$ cat config.mk
export PLATFORM = sky130hd
export DESIGN_NAME = jtopl_timer_pair
export DESIGN_NICKNAME = d
export VERILOG_FILES = /design/src/rtl/jtopl_timer_pair.sv
export SDC_FILE = /design/constraint.sdc
export NUM_CORES = 1
export LEC_CHECK = 0
export BUFFER_PORTS_ARGS = -buffer_cell sky130_fd_sc_hd__buf_2
export CORE_MARGIN = 3
export CORE_UTILIZATION = 28
export CTS_CLUSTER_DIAMETER = 100
export DETAILED_ROUTE_END_ITERATION = 10
export SYNTH_ARGS = -nofsm -noshare
export SYNTH_HDL_FRONTEND = slang
export SYNTH_SLANG_ARGS = --single-unit
$ cat constraint.sdc
create_clock -name clk -period 2.8 [get_ports clk]
set_input_delay 0.56 -clock clk [delete_from_list [all_inputs] [get_ports clk]]
set_output_delay 0.56 -clock clk [all_outputs]
set_load 0.01 [all_outputs]
$ cat src/rtl/jtopl_timer_pair.sv
// OPL-style timer pair: a shared sample prescaler drives timer A (every 4 samples) and timer B (every 16).
// Optional macro JTOPL_TIMER_IRQ_EN enables the registered active-low interrupt output.
module jtopl_timer_pair (
    input  logic       clk,
    input  logic       rst,
    input  logic       cenop,
    input  logic       zero,
    input  logic [7:0] value_A,
    input  logic [7:0] value_B,
    input  logic       load_A,
    input  logic       load_B,
    input  logic       flagen_A,
    input  logic       flagen_B,
    input  logic       clr_flag_A,
    input  logic       clr_flag_B,
    output logic       flag_A,
    output logic       flag_B,
    output logic       overflow_A,
    output logic       irq_n
);

    logic [3:0] presc_q;
    logic       load_a_l_q, load_b_l_q;
    logic [7:0] cnt_a_q, cnt_a_d, cnt_b_q, cnt_b_d;
    logic       ovf_a_evt, ovf_b_evt;
    logic       flag_a_q, flag_a_d, flag_b_q, flag_b_d;
    logic       ovf_a_q;
    logic       tick_a, tick_b;

    // Returns {overflow_event, next_count}; a fresh load edge beats a coincident tick.
    function automatic logic [8:0] timer_next(input logic [7:0] cnt, input logic [7:0] value,
                                              input logic load, input logic load_l,
                                              input logic tick);
        logic [8:0] r;
        r = {1'b0, cnt};
        if (load && !load_l) begin
            r = {1'b0, value};
        end else if (load && tick) begin
            if (cnt == 8'hFF) r = {1'b1, value};
            else              r = {1'b0, cnt + 8'd1};
        end
        return r;
    endfunction

    // Setting by overflow takes priority over a simultaneous clear request.
    function automatic logic flag_next(input logic flag, input logic ovf,
                                       input logic flagen, input logic clr);
        logic r;
        r = flag;
        if (ovf && flagen) r = 1'b1;
        else if (clr)      r = 1'b0;
        return r;
    endfunction

    assign tick_a = cenop & zero & (presc_q[1:0] == 2'd3);
    assign tick_b = cenop & zero & (presc_q == 4'd15);

    always_comb begin
        cnt_a_d   = cnt_a_q;
        cnt_b_d   = cnt_b_q;
        ovf_a_evt = 1'b0;
        ovf_b_evt = 1'b0;
        flag_a_d  = flag_a_q;
        flag_b_d  = flag_b_q;
        if (cenop) begin
            {ovf_a_evt, cnt_a_d} = timer_next(cnt_a_q, value_A, load_A, load_a_l_q, tick_a);
            {ovf_b_evt, cnt_b_d} = timer_next(cnt_b_q, value_B, load_B, load_b_l_q, tick_b);
            flag_a_d = flag_next(flag_a_q, ovf_a_evt, flagen_A, clr_flag_A);
            flag_b_d = flag_next(flag_b_q, ovf_b_evt, flagen_B, clr_flag_B);
        end
    end

    always_ff @(posedge clk) begin
        if (rst) begin
            presc_q    <= 4'd0;
            load_a_l_q <= 1'b0;
            load_b_l_q <= 1'b0;
            cnt_a_q    <= 8'd0;
            cnt_b_q    <= 8'd0;
            flag_a_q   <= 1'b0;
            flag_b_q   <= 1'b0;
            ovf_a_q    <= 1'b0;
        end else begin
            if (cenop && zero) presc_q <= presc_q + 4'd1;
            if (cenop) begin
                load_a_l_q <= load_A;
                load_b_l_q <= load_B;
                ovf_a_q    <= ovf_a_evt;
            end
            cnt_a_q  <= cnt_a_d;
            cnt_b_q  <= cnt_b_d;
            flag_a_q <= flag_a_d;
            flag_b_q <= flag_b_d;
        end
    end

    assign flag_A     = flag_a_q;
    assign flag_B     = flag_b_q;
    assign overflow_A = ovf_a_q;

`ifdef JTOPL_TIMER_IRQ_EN
    logic irq_n_q;

    always_ff @(posedge clk) begin
        if (rst) irq_n_q <= 1'b1;
        else     irq_n_q <= ~(flag_a_d | flag_b_d);
    end

    assign irq_n = irq_n_q;
`else
    assign irq_n = 1'b1;
`endif

endmodule

==> Flow_metrics.wiki, run 1 <==
{| class="wikitable"
! Metric !! Value
|-
| Run status || finished, final reports clean
|-
| Fraction of power consumed by sequential logic || 54.8%
|-
| Number of standard cells after synthesis || 187
|-
| Post-Place Worst Slack || a little over 0.9 ns
|-
| Mapped Area || 0.001516 mm2
|-
| Post-route worst hold slack || 0.4979 ns
|-
| HPWL after DPL || between 2 and 3 mm
|-
| Min-Delay Path Depth || 2
|-
| Final cell area excluding filler cells || 0.001743 mm2
|-
| Total negative setup slack || 0 ns
|-
| DRT antenna net count || 0
|-
| Antenna diode count || 0
|-
| Avg Vias per Cell || 5.068
|-
| Via count of the first global-routing pass || 1,310
|-
| Cell type group with the largest total delay on the critical path || simple AND/OR/NAND/NOR gates
|-
| Maximum cell stage delay along the critical path || 0.40 ns
|-
| Number of max-slew violations in the final report || 0
|-
| Number of DRC markers in iteration 0 || 95
|-
| R2R Path End || cnt_b_q[5]
|-
| Critical R2R Launch || cnt_b_q[1]
|-
| Share of total power consumed by net switching || 27.53%
|-
| Critical Path Start Type || register
|-
| Async set-reset flop share out of synthesis || 0%
|-
| Number of detailed-route iterations in the first pass || 4
|-
| Post_cts resized || 0
|-
| Die Wd || 79.59 um
|-
| Buffer levels on the longest clock path || 2
|-
| Number of buffers inserted by post-CTS setup repair || 0
|-
| Hold Startpoint || presc_q[1]
|-
| Clock root buffer master || clkbuf_8
|-
| Pint || 0.5209 mW
|-
| Cells taking the most area after synthesis || dfxtp_1 (33%), nor2_1 (5.4%), a21oi_1 (4.6%)
|-
| Final GP Congestion || 0.7819
|-
| Proportion of power drawn by the clock network || 30.3%
|-
| PwrDens || 412.5 mW/mm2
|-
| Row count || 26
|-
| Gr usage total || 11.53%
|-
| Dpl cell area || between 0.0015 and 0.002 mm2
|-
| Overall power of the completed layout || 0.7189 mW
|-
| Critical Path Start || cnt_b_q[1]
|-
| Final hold viol count || 0
|-
| Final cell utilization of the core || 33.70%
|-
| Type of destination of the critical path || register
|-
| Post-Layout Cell Count || 281
|-
| Flop and latch count out of synthesis || 25
|-
| Slack of the worst reg-to-reg path || 1.09 ns
|-
| Number of buffers inserted by port buffering || 28
|-
| Slowest cell on the critical path || dfxtp_1
|-
| Depth of the worst register-to-register path || 5
|-
| Total vias in the final route || 1,424
|-
| FILL cells || ~560
|-
| Area of combinational cells with multiple inputs || 958.4 um2
|-
| Hold WC Path Type || reg2reg
|-
| Max Fanout on Critical Path || 5
|-
| IR Drop Worst-Case VDD || about 0.23 mV
|-
| Max Clk Rate || 584.5 MHz
|-
| Setup Viol. Count Final || 0
|-
| Share of synthesized area occupied by flip-flops and latches || 33.00%
|-
| CP Data Arrival Time || 1.90 ns
|-
| Final wirelength || approximately 3.5 mm
|-
| Count of hold buffers inserted by post-cts repair || 0
|-
| Effective utilization at floorplan || approximately 29%
|-
| Die Outline Area || about 0.0063 mm2
|-
| Count of nets after finishing || 241
|-
| Setup repair after global routing missed its margin || false
|-
| Clock latency at the later pin of the worst-skew pair || 0.26 ns
|-
| Global-route wire length before repair || 5.961 mm
|-
| Core Area || approximately 0.0052 mm2
|-
| Logic pwr share || between 10% and 20%
|-
| Worst hold endpoint || presc_q[1]
|-
| Number of placed I/O pins || 30
|-
| Footprint of the flip-flops and latches || 500.5 um2
|-
| Total congestion overflow || 0
|-
| Leakage Power || 0.6507 nW
|-
| Portion of the clock cycle consumed by the worst path in the final layout || 61.11%
|-
| Slew at the pin closest to its max-slew limit || 0.5540 ns
|-
| Top-area cell type share of the netlist area || 33.00%
|-
| Fraction of final layout cells with drive strength greater than 1 || 21.80%
|-
| Final Critical Period || 1.711 ns
|-
| Number of levels in the clock H-tree || 1
|-
| Number of unique standard cell types used by synthesis || 47
|-
| Number of synthesized flops with an enable pin || 0
|-
| DIE HEIGHT || 79.59 um
|-
| Average routed wire per standard cell || about 12 um
|-
| Clock slew at the register clock pins of the worst setup and hold paths || approximately 0.090 ns
|-
| Ordered list of cells on the worst path || ha_1 -> nand4_2 -> or2_4 -> a211o_1 -> a221oi_2
|-
| Largest net degree at the start of global routing || 26
|-
| Required time of the worst setup path || between 2 and 3 ns
|-
| Synthesis warning total || 0
|-
| Cts bufs inserted || 3
|-
| Synth Net Count || approximately 220
|-
| Area growth syn-to-layout || 14.93%
|-
| Sw power || 0.1979 mW
|-
| Post-route clock skew || 0.002890 ns
|-
| Most common flop cell mapped by yosys || dfxtp_1
|-
| Average cell area after synthesis || 8.109 um2
|-
| Setup ws final || 1.089 ns
|-
| Clock sink total || 25
|-
| Relative max-transition margin || 62.99%
|-
| Post-detailed-route DRC marker count || 0
|-
| Placed Cells incl. Taps || 277
|-
| CP Class || reg2reg
|-
| Count of max-cap constraint violations || 0
|-
| Clock tree from TritonCTS || yes
|-
| Post-synth top area cell || dfxtp_1
|-
| Antenna violations before repair || 0
|-
| Worst Path Buf+Inv || 0
|}
-- worst max-delay path by stage --
| stage | to | slack [ns] | cells past startpoint |
|---|---|---|---|
| global placement | cnt_b_q[7] | 0.95 | 6 |
| detailed placement | cnt_b_q[4] | 0.91 | 5 |
| global route | cnt_a_q[2] | 0.92 | 6 |
| finish | cnt_b_q[5] | 1.09 | 5 |
| floorplan | cnt_b_q[2] | 1.24 | 6 |
| CTS | cnt_a_q[2] | 1.08 | 6 |
-- worst reg2reg max path: stages, from the launching register on --
cell	delay [ns]
dfxtp_1	0.40
ha_1	0.27
nand4_2	0.21
or2_4	0.29
a211o_1	0.27
a221oi_2	0.20
-- final cells by class --
class | instances | share of cell area (%)
Multi-Input combinational cell | 151 | 54.99
Sequential cell | 25 | 28.72
Timing Repair Buffer | 28 | 8.040
Tap cell | 70 | 5.025
Clock buffer | 4 | 2.584
Inverter | 3 | 0.6461
-- cells by family after synthesis --
family                   after synthesis  share of synthesized area (%)
flip-flops                            25                          33.00
multiplexers                           4                          2.640
adder cells (fa/ha/maj)                3                          2.476
XOR/XNOR                               5                          2.888
AND/OR/NAND/NOR                       85                          29.54
AO/OA/AOI/OAI                         53                          25.41
buffers and inverters                 11                          3.795
other                                  1                         0.2473
-- power groups by stage --
stage                     logic [mW]  registers [mW]  clock network (mW)
after floorplan               0.0798           0.395                   0
after global placement         0.107           0.402                   0
after detailed placement       0.108           0.402                   0
after CTS                      0.109           0.393               0.229
after global routing           0.123           0.397               0.245
final                          0.107           0.394               0.218
-- Yosys cell counts, types with 4 or more instances --
cell type  number
nand2_1        16
nand4_1         4
nor2b_1         4
nand4_2         4
mux2i_1         4
o21ai_0         7
nor3_1         10
nand3_1         9
a31oi_1         6
a211oi_1        4
buf_4           4
a21oi_1        14
dfxtp_1        25
nor2_1         22
nand2b_1        4
-- cells in the final DEF, fill, tap and decap left out, types with 2 or more instances in the layout --
cell      instances
nand4_1           4
o21ai_0           7
nand3_1           9
and4_1            2
ha_1              3
clkbuf_8          3
buf_2            28
nor2_1           22
nand4_2           4
nor2b_1           4
a31oi_1           6
xor2_1            2
o31a_1            2
nand2b_1          4
mux2i_1           4
nor3_1           10
dfxtp_1          25
or3_1             2
and2_1            3
a21o_1            2
nand2_1          16
inv_1             3
a21oi_1          14
a211oi_1          4
o22ai_1           2
xnor2_1           3
nor3b_1           2
a221oi_1          2
-- per-layer routing --
layer | part of all wire, % | up-vias | routed length, um | GRT usage, %
met5 | 0 | - | 0 | 0
li1 | - | 740 | - | -
met3 | 1.7 | 2 | 60 | 1.354
met2 | 45 | 16 | 1585 | 19.12
met1 | 52 | 666 | 1826 | 15.95
met4 | 0.86 | 0 | 30 | 2.577
-- sequential cells by signal, summed over array words and instances (netlist names) --
register and count:
overflow_A 1, load_a_l_q 1, flag_B 1, load_b_l_q 1, flag_A 1, presc_q 4
cnt_b_q 8, cnt_a_q 8
Power figures use the tool's default switching activity.
==> inputs of run 2 (changes only) <==
Clock period 2.8 ns to 1.64 ns, I/O delays scaled along.
==> run 2 against run 1 <==
Via count grew 4.8%. Flip-flop and latch count unchanged. Clock power grew 68%. Setup slack got worse by 1.0 ns. Die area did not move. Global-route usage grew 0.64 points. Clock-buffer cell count stayed put. Critical path type unchanged. Highest routed layer unchanged.
==> Flow_metrics.wiki, run 2 (synthesis results as in run 1) <==
{| class="wikitable"
! Metric !! Value
|-
| Number of detailed-route iterations in the first pass || 5 (+1)
|-
| R2R Path End || cnt_b_q[5]
|-
| Ordered list of cells on the worst path || ha_2 -> nand4_4 -> or2_4 -> a211o_1 -> a221oi_2
|-
| Area growth syn-to-layout || 26.40%
|-
| Number of placed I/O pins || 30 (unchanged)
|-
| Fraction of final layout cells with drive strength greater than 1 || 31.30% (+9.5 points)
|-
| Hold WC Path Type || in2reg
|-
| Worst Path Buf+Inv || 0 (unchanged)
|-
| Via count of the first global-routing pass || 1,430 (+9.2%)
|-
| Count of max-cap constraint violations || 0 (unchanged)
|-
| Setup repair after global routing missed its margin || false
|-
| FILL cells || 544 (-3.2%)
|-
| Total negative setup slack || 0 ns (unchanged)
|-
| Cts bufs inserted || 3 (unchanged)
|-
| Hold Startpoint || flagen_A
|-
| Clock sink total || 25 (unchanged)
|-
| Slowest cell on the critical path || dfxtp_2
|-
| Final GP Congestion || 0.8183 (+4.7%)
|-
| Maximum cell stage delay along the critical path || 0.37 ns (-0.03 ns)
|-
| Final cell area excluding filler cells || 0.001917 mm2 (+10%)
|-
| Leakage Power || 0.7485 nW (+15%)
|-
| Row count || 26 (unchanged)
|-
| HPWL after DPL || 2.727 mm (+8.4%)
|-
| Final wirelength || 3.654 mm (+4.3%)
|-
| Number of max-slew violations in the final report || 0 (unchanged)
|-
| Footprint of the flip-flops and latches || 503.0 um2 (+0.50%)
|-
| Antenna diode count || 0 (unchanged)
|-
| Post-route clock skew || 0.001845 ns (-0.001045 ns)
|-
| Buffer levels on the longest clock path || 2 (unchanged)
|-
| Type of destination of the critical path || register
|-
| Depth of the worst register-to-register path || 5 (unchanged)
|-
| Final Critical Period || 1.547 ns (-0.1641 ns)
|-
| CP Class || reg2reg
|-
| Total congestion overflow || 0 (unchanged)
|-
| Leading cell type in the layout, fill and taps excluded || buf_2
|-
| Dpl cell area || 0.001833 mm2 (+8.0%)
|-
| Run status || finished, final reports clean
|-
| Portion of the clock cycle consumed by the worst path in the final layout || 94.32% (+33 points)
|-
| Critical R2R Launch || cnt_b_q[0]
|-
| CP Data Arrival Time || 1.73 ns (-0.17 ns)
|-
| IR Drop Worst-Case VDD || 0.3646 mV (+61%)
|-
| Max Fanout on Critical Path || 5 (unchanged)
|-
| Number of buffers inserted by port buffering || 28 (unchanged)
|-
| Core Area || 0.005172 mm2 (unchanged)
|-
| Slack of the worst reg-to-reg path || 0.09 ns (-1.00 ns)
|-
| Die Wd || 79.59 um (unchanged)
|-
| Die Outline Area || 0.006335 mm2 (unchanged)
|-
| Clock tree from TritonCTS || yes
|-
| Avg Vias per Cell || 4.973 (-1.9%)
|-
| Total vias in the final route || 1,492 (+4.8%)
|-
| Number of DRC markers in iteration 0 || 100 (+5.3%)
|-
| Clock slew at the register clock pins of the worst setup and hold paths || 0.09 ns (about the same)
|-
| Required time of the worst setup path || 1.83 ns (-1.16 ns)
|-
| Antenna violations before repair || 0 (unchanged)
|-
| Slew at the pin closest to its max-slew limit || 0.5174 ns (-0.03667 ns)
|-
| Clock latency at the later pin of the worst-skew pair || 0.26 ns (about the same)
|-
| Largest net degree at the start of global routing || 26 (unchanged)
|-
| Worst hold endpoint || flag_A
|-
| Max Clk Rate || 646.5 MHz (+11%)
|-
| Count of nets after finishing || 260 (+7.9%)
|-
| Number of levels in the clock H-tree || 1 (unchanged)
|-
| Relative max-transition margin || 65.51% (+2.5 points)
|-
| PwrDens || 658.6 mW/mm2 (+60%)
|-
| Final hold viol count || 0 (unchanged)
|-
| DRT antenna net count || 0 (unchanged)
|-
| Area of combinational cells with multiple inputs || 987.2 um2 (+3.0%)
|-
| Average routed wire per standard cell || 12.18 um (-2.3%)
|-
| Critical Path Start Type || register
|-
| Post-detailed-route DRC marker count || 0 (unchanged)
|-
| Min-Delay Path Depth || 3 (+1)
|-
| Effective utilization at floorplan || 29.32% (unchanged)
|-
| Most frequent cells in the layout || buf_2 (28), dfxtp_1 (23), nor2_1 (22)
|-
| Global-route wire length before repair || 6.313 mm (+5.9%)
|-
| Gr usage total || 12.17% (+0.64 points)
|-
| Overall power of the completed layout || 1.262 mW (+76%)
|-
| Clock root buffer master || clkbuf_8
|-
| Count of hold buffers inserted by post-cts repair || 0 (unchanged)
|-
| Cell type group with the largest total delay on the critical path || compound AO/OA/AOI/OAI gates
|-
| DIE HEIGHT || 79.59 um (unchanged)
|-
| Largest registers || cnt_a_q (8), cnt_b_q (8), presc_q (4)
|-
| Setup Viol. Count Final || 0 (unchanged)
|}
## run 2: power breakdown
group          switching [mW]  internal (mW)
Clock                   0.194          0.174
Combinational           0.121          0.111
Sequential             0.0278          0.636
Total                   0.342          0.920
## run 2: worst max path at each step
stage                     from    endpoint  slack [ns]  cells past startpoint
floorplan           cnt_b_q[0]  cnt_b_q[5]        0.10                      5
global placement    cnt_b_q[0]  cnt_b_q[5]        0.08                      5
detailed placement  cnt_b_q[0]  cnt_b_q[5]        0.02                      5
CTS                 cnt_b_q[0]  cnt_b_q[5]        0.05                      5
global route        cnt_b_q[0]  cnt_b_q[5]        0.01                      5
finish              cnt_b_q[0]  cnt_b_q[5]        0.09                      5
## run 2: cell type report
class                   count  share of cell area, %
multi-input cells         151                  51.50
flip-flops and latches     25                  26.24
repair buffers             47                  14.75
well taps                  70                  4.569
clock buffers               4                  2.350
inverters                   3                 0.5875
## run 2: worst min-delay path, delay by kind of cell
family          cells  cell delay (ns)
compound gates      1             0.06
simple gates        1             0.07
buf+inv             1             0.08
## run 2: through the flow
step | utilization (%) | hold slack, ns | worst slack (ns) | instances
floorplan | - | 0.4668 | 0.1006 | 187
finish | 37.06 | 0.3045 | 0.09315 | 300
global route | 37.06 | 0.3210 | 0.01386 | 300
CTS | 36.33 | 0.3023 | 0.04834 | 299
detailed placement | 35.44 | 0.4827 | 0.02476 | 295
global placement | 35.44 | 0.4793 | 0.08279 | 295
## run 2: layer usage
metal / track usage, % / share of wire (%) / wire length (um) / up-vias
met2: 19.87 / 46 / 1685 / 34
met1: 16.49 / 49 / 1796 / 681
li1: - / - / - / 773
met5: 0 / 0 / 0 / -
met3: 1.806 / 3.5 / 127 / 4
met4: 3.608 / 1.2 / 44 / 0
## run 2: repair_timing
item | in CTS | in global routing
pin swaps | 0 | 1
gates cloned | 0 | 0
setup buffers | 0 | 1
resized for setup | 1 | 7
endpoints found under the setup margin | 1 | 10
